===== src/rtl/mult32_pkg.sv =====
// Shared types and constants for the sequential 32x32 multiplier.
// Latency: n/a (package only).
// Backpressure: n/a.
package mult32_pkg;

  // One add-and-shift iteration per multiplier bit.
  localparam int MULT32_ITERS = 32;
  // Wide enough to count 0..32.
  localparam int MULT32_CNT_W = 6;

  typedef enum logic [1:0] {
    IDLE = 2'd0,
    BUSY = 2'd1,
    DONE = 2'd2
  } mult32_state_e;

  // Two's-complement magnitude: negate (~x+1) when neg is set.
  // The most negative value maps to 2^31, which still fits unsigned 32-bit.
  function automatic logic [31:0] mag32(input logic [31:0] x, input logic neg);
    return neg ? (~x + 32'd1) : x;
  endfunction

endpackage


===== src/rtl/full_adder_32.sv =====
// 32-bit ripple adder with carry-in and carry-out.
// Latency: purely combinational.
// Backpressure: none.
module full_adder_32 (
  output logic [31:0] R,
  output logic        C_O,
  input  logic [31:0] A,
  input  logic [31:0] B,
  input  logic        C_I
);

  // 33-bit sum so the carry-out lands in the top bit.
  always_comb begin
    {C_O, R} = {1'b0, A} + {1'b0, B} + {32'd0, C_I};
  end

endmodule


===== src/rtl/mult32_seq.sv =====
// Sequential shift-and-add 32x32->64 multiplier; signed support under MULT32_SIGNED_EN.
// Latency: done pulses 32 edges after the accepting edge; one request per 34 cycles.
// Backpressure: start is only sampled in IDLE; requests while busy are dropped, not queued.
module mult32_seq
  import mult32_pkg::*;
#(
  parameter int WIDTH = 32
) (
  input  logic               clk,
  input  logic               rst,
  input  logic               start,
  input  logic [WIDTH-1:0]   a,
  input  logic [WIDTH-1:0]   b,
`ifdef MULT32_SIGNED_EN
  input  logic               sgn,
`endif
  output logic               busy,
  output logic               done,
  output logic [2*WIDTH-1:0] product
);

  mult32_state_e             state_q;
  mult32_state_e             state_d;
  logic [WIDTH-1:0]          mcand_q;
  logic [2*WIDTH-1:0]        acc_q;
  logic [2*WIDTH-1:0]        acc_nxt;
  logic [2*WIDTH-1:0]        product_q;
  logic [MULT32_CNT_W-1:0]   cnt_q;

  logic [WIDTH-1:0]          add_b;
  logic [WIDTH-1:0]          add_r;
  logic                      add_co;

  logic                      accept;
  logic                      last_iter;
  logic [WIDTH-1:0]          a_cap;
  logic [WIDTH-1:0]          b_cap;
  logic [2*WIDTH-1:0]        result;

  assign accept    = (state_q == IDLE) && start;
  assign last_iter = (state_q == BUSY) &&
                     (cnt_q == MULT32_CNT_W'(MULT32_ITERS - 1));

  // Single adder shared across all iterations: hi half of acc plus the
  // multiplicand gated by the multiplier bit currently at acc[0].
  assign add_b = acc_q[0] ? mcand_q : '0;

  full_adder_32 u_add (
    .R   (add_r),
    .C_O (add_co),
    .A   (acc_q[2*WIDTH-1:WIDTH]),
    .B   (add_b),
    .C_I (1'b0)
  );

  // Carry-out becomes the top bit of the new hi half, so nothing is lost
  // even for all-ones operands.
  assign acc_nxt = {add_co, add_r, acc_q[WIDTH-1:1]};

`ifdef MULT32_SIGNED_EN
  logic neg_a;
  logic neg_b;
  logic neg_q;

  assign neg_a  = sgn & a[WIDTH-1];
  assign neg_b  = sgn & b[WIDTH-1];
  assign a_cap  = mag32(a, neg_a);
  assign b_cap  = mag32(b, neg_b);
  // Inline 64-bit negate of the unsigned magnitude product.
  assign result = neg_q ? (~acc_nxt + 64'd1) : acc_nxt;

  // Sign of the result is fixed at accept time, alongside the magnitudes.
  always_ff @(posedge clk) begin
    if (rst) begin
      neg_q <= 1'b0;
    end else if (accept) begin
      neg_q <= neg_a ^ neg_b;
    end
  end
`else
  assign a_cap  = a;
  assign b_cap  = b;
  assign result = acc_nxt;
`endif

  // State register.
  always_ff @(posedge clk) begin
    if (rst) begin
      state_q <= IDLE;
    end else begin
      state_q <= state_d;
    end
  end

  // Next-state: IDLE waits for start, BUSY runs 32 iterations, DONE lasts one cycle.
  always_comb begin
    state_d = state_q;
    case (state_q)
      IDLE:    if (start) state_d = BUSY;
      BUSY:    if (last_iter) state_d = DONE;
      DONE:    state_d = IDLE;
      default: state_d = IDLE;
    endcase
  end

  // Datapath: capture operands on accept, iterate in BUSY, latch the result
  // on the edge that enters DONE so product is valid alongside done.
  always_ff @(posedge clk) begin
    if (rst) begin
      mcand_q   <= '0;
      acc_q     <= '0;
      cnt_q     <= '0;
      product_q <= '0;
    end else if (accept) begin
      mcand_q <= a_cap;
      acc_q   <= {{WIDTH{1'b0}}, b_cap};
      cnt_q   <= '0;
    end else if (state_q == BUSY) begin
      acc_q <= acc_nxt;
      cnt_q <= cnt_q + 1'b1;
      if (last_iter) begin
        product_q <= result;
      end
    end
  end

  assign busy    = (state_q != IDLE);
  assign done    = (state_q == DONE);
  assign product = product_q;

endmodule


===== config.mk =====
export PLATFORM = sky130hd
export DESIGN_NAME = mult32_seq
export DESIGN_NICKNAME = d
export VERILOG_FILES = /design/src/rtl/mult32_pkg.sv /design/src/rtl/full_adder_32.sv /design/src/rtl/mult32_seq.sv
export SDC_FILE = /design/constraint.sdc
export NUM_CORES = 1
export LEC_CHECK = 0
export ABC_AREA = 1
export BUFFER_PORTS_ARGS = -buffer_cell sky130_fd_sc_hd__buf_4
export CAP_MARGIN = 20
export CORE_ASPECT_RATIO = 0.9
export CORE_UTILIZATION = 45
export DETAILED_ROUTE_END_ITERATION = 7
export PLACE_DENSITY_LB_ADDON = 0.1
export SLEW_MARGIN = 10
export SYNTH_ARGS = -nofsm -noshare
export SYNTH_HDL_FRONTEND = slang
export SYNTH_SLANG_ARGS = --single-unit

===== constraint.sdc =====
create_clock -name clk -period 4.74 [get_ports clk]
set_input_delay 0 -clock clk [delete_from_list [all_inputs] [get_ports clk]]
set_output_delay 0 -clock clk [all_outputs]
set_load 0.005 [all_outputs]

==> impl_metrics.ini <==
[status]
status = finished clean

[placement]
place_hpwl_um = 17830
numPortBuffers = 132
dpl_worst_slack_ns = 2.233
gp_congestion = 0.9378

[power_and_ir_drop]
pwr-share-clk_pct = 42.3
p_seq_share_pct = 46.2
p_sw_share_pct = 28.24
p_leak_nw = 6.155
p_int_mw = 2.348
power_density_nw_per_um2 = 288.6
p_sw_mw = 0.9240
power_mw = 3.272
irDropWorstVdd_mv = 0.2267
combPwrFrac_pct = 11.5

[clocking]
clock-sinks = 168
htreeDepth = 4
cts.path.max_buffers = 2
clockRootBuffer = clkbuf_16
clk-insertion-delay-late_ns = 0.44
clk_pin_slew_ns = 0.07
cts_buffers = 17
post_cts_buffers = 0
cts_tree = done

[critical_path]
endpoint = acc_q[47]
cp.depth = 15
critPathLaunch = acc_q[0]
cpLargestDelayFamily = simple AND/OR/NAND/NOR gates
crit_path_top_delay_cell = fa_1
crit_chain = buf_8 > nand2_1 > inv_1 > ha_1 > fa_1 > nand3_1 > nand3_1 > nand2_1 > nand2_1 > nand2_1 > nand2_1 > nand2_1 > nand3_1 > o211ai_1 > inv_1
slowest_delay_ns = 0.47
ff2ff_setup_slack_ns = 2.22
crit_fanout = 15
crit_buf_inv = 3
cp_data_required_time_ns = 5.07
path_common_cell = nand2_1
worstPathArrival_ns = 2.85
worst_setup_path_start_kind = register
reg2regPathDepth = 15
r2r-start = acc_q[0]
r2r-end = acc_q[47]
worstSetupEndpointType = register
critical_path_class = reg -> reg

[grt]
grt_pass1_wl_um = 41280
antenna_found_initial = 0
grt.total_usage_pct = 25.82
grt_overflow = 0
grt_pass1_vias = 8279
grt_max_degree = 62

[routing]
viasPerCell = 4.858
route.detailed.drc = 0
vias = 8963
wl_per_cell_um = 13.83
antenna_left = 0
drt_iter0_drc = 610
dr.pass1.iters = 5
routed_wirelength_um = 25510

[die]
initial_core_util_pct = 46.50
ios = 133
dieArea_sq_um = 20610
core_area_sq_um = 19400
die_x_um = 151.2
core.rowCount = 48
die_h_um = 136.3

[layout]
nFillCells = 1914
layout.core_utilization_pct = 58.45
syn_to_final_growth_pct = 25.70
layout-drive-gt1-share_pct = 12.35
multi_input_area_sq_um = 4543
layout.nets = 1683
n_antenna_cell = 0
seq_area_sq_um = 3363

[yosys]
syn_avg_cell_area_sq_um = 6.370
synth-seq-cells = 168
synth_cell_types = 37
syn_inst = 1416
synth-seq-area-share_pct = 37.29
syn_nets = 1517
yosysWarnings = 0
netlist_area_sq_um = 9020

[timing]
relSlewSlack_pct = 44.54
setup_viol = 0
finalCriticalPeriod_ns = 2.523
grt_setup_unrepaired = no
tightest_slew_ns = 0.8309
tns_ns = 0
fin_skew_ns = 0.01151
min_period_over_period_pct = 53.22
final_hold_viol_count = 0
fin_ws_ns = 2.217
fmax_ghz = 0.3964
slew_viol_final = 0

[worst_hold_path]
worstHoldPathType = in -> reg
hold_path_startpoint = rst

[job]
cap_violations = 0
[registers in the layout, summed over array words and instances, names as in the netlist]
register and flops:
mcand_q 32, state_q 2, acc_q 64, cnt_q 6
product 64
[metrics by stage]
step | hold WS (ns) | cells | area [sq um]
2_1_floorplan | 0.1547 | 1416 | 9020
3_3_place_gp | 0.2517 | 1747 | 10070
3_5_place_dp | 0.2567 | 1749 | 10100
4_1_cts | 0.1098 | 1845 | 11340
5_1_grt | 0.1382 | 1845 | 11340
6_report | 0.1318 | 1845 | 11340
[per-layer routing]
metal	track usage, %	vias to the layer above	part of all wire [%]
li1	-	4681	-
met1	35.82	4020	48
met2	40.72	242	45
met3	5.201	20	5.7
met4	6.278	0	1.1
met5	0	-	0
[cell type report]
| class | instances | area share [%] |
|---|---|---|
| Timing Repair Buffer | 204 | 15.05 |
| Tap cell | 250 | 2.759 |
| Multi-Input combinational cell | 973 | 40.07 |
| Clock inverter | 14 | 1.368 |
| Inverter | 218 | 7.217 |
| Sequential cell | 168 | 29.66 |
| Clock buffer | 18 | 3.873 |
[power by group through the flow]
stage | combinational (mW) | clock [mW] | sequential (mW)
final | 0.377 | 1.38 | 1.51
after global routing | 0.420 | 1.47 | 1.52
after CTS | 0.375 | 1.42 | 1.51
after detailed placement | 0.332 | 0 | 1.54
after global placement | 0.319 | 0 | 1.55
after floorplan | 0.231 | 0 | 1.53
[worst min-delay path by stage]
| stage | to | cells after the start |
|---|---|---|
| 2_1_floorplan | acc_q[0] | 2 |
| 4_1_cts | state_q[1] | 2 |
| 6_report | state_q[1] | 2 |
| 5_1_grt | acc_q[0] | 2 |
| 3_3_place_gp | mcand_q[30] | 3 |
| 3_5_place_dp | mcand_q[6] | 3 |
[synthesized netlist by cell type]
| master | n | share of area [%] |
|---|---|---|
| nand2_1 | 378 | 16 |
| nor2_1 | 279 | 12 |
| inv_1 | 213 | 8.9 |
| dfxtp_1 | 168 | 37 |
| o21ai_0 | 87 | 4.8 |
| nand3_1 | 66 | 3.7 |
| ha_1 | 33 | 4.6 |
| a31oi_1 | 31 | 2.2 |
| a21oi_1 | 27 | 1.5 |
| clkbuf_1 | 24 | 1.0 |
| buf_2 | 19 | 1.1 |
| xor2_1 | 11 | 1.1 |
| buf_4 | 9 | 0.75 |
| nand2_2 | 8 | 0.55 |
| nor3_1 | 7 | 0.39 |
| o21ai_1 | 6 | 0.33 |
| a21o_1 | 5 | 0.42 |
| inv_2 | 5 | 0.21 |
| nand4_1 | 5 | 0.35 |
| o211ai_1 | 5 | 0.42 |
| xnor2_1 | 5 | 0.49 |
| buf_6 | 3 | 0.37 |
| nand3_2 | 3 | 0.33 |
| nor2_2 | 3 | 0.21 |
| o21bai_1 | 3 | 0.25 |
| nor2_4 | 2 | 0.25 |
| a211oi_1 | 1 | 0.083 |
| a221oi_1 | 1 | 0.097 |
| buf_1 | 1 | 0.042 |
| clkbuf_2 | 1 | 0.055 |
| fa_1 | 1 | 0.22 |
| nand2_4 | 1 | 0.12 |
| nand3b_1 | 1 | 0.083 |
| nand4_4 | 1 | 0.24 |
| nor2_8 | 1 | 0.22 |
| nor3_2 | 1 | 0.11 |
| nor3b_1 | 1 | 0.083 |
[cells in the final DEF (no fill, tap or decap), types with 8 or more instances in the layout]
cell type        n
a21oi_1         27
a31oi_1         31
buf_4          138
clkbuf_16       17
dfxtp_1        168
dlygate4sd3_1   64
ha_1            33
inv_1          213
nand2_1        378
nand2_2          8
nand3_1         66
nor2_1         279
o21ai_0         87
xor2_1          11
[cell families after synthesis]
family | count (synthesis) | share of synthesized area, %
AOI/OAI and AO/OA | 166 | 10.07
xor gates and xnor gates | 16 | 1.554
adders and majority gates | 34 | 4.800
buffers and inverters | 275 | 12.35
DFF | 168 | 37.29
and+or+nand+nor | 757 | 33.94
[worst reg2reg max path: stages, from the launching register on]
cell and delay (ns):
dfxtp_1 0.36, buf_8 0.17, nand2_1 0.07, inv_1 0.04, ha_1 0.24, fa_1 0.47
nand3_1 0.12, nand3_1 0.14, nand2_1 0.09, nand2_1 0.15, nand2_1 0.12, nand2_1 0.09
nand2_1 0.09, nand3_1 0.08, o211ai_1 0.13, inv_1 0.06
[repair_timing]
item                      in CTS  in global routing
hold endpoints to repair      64                  0
gates resized for setup        0                  0
hold buffers                  64                  0
Note: power is estimated with default switching activity, not from simulation.
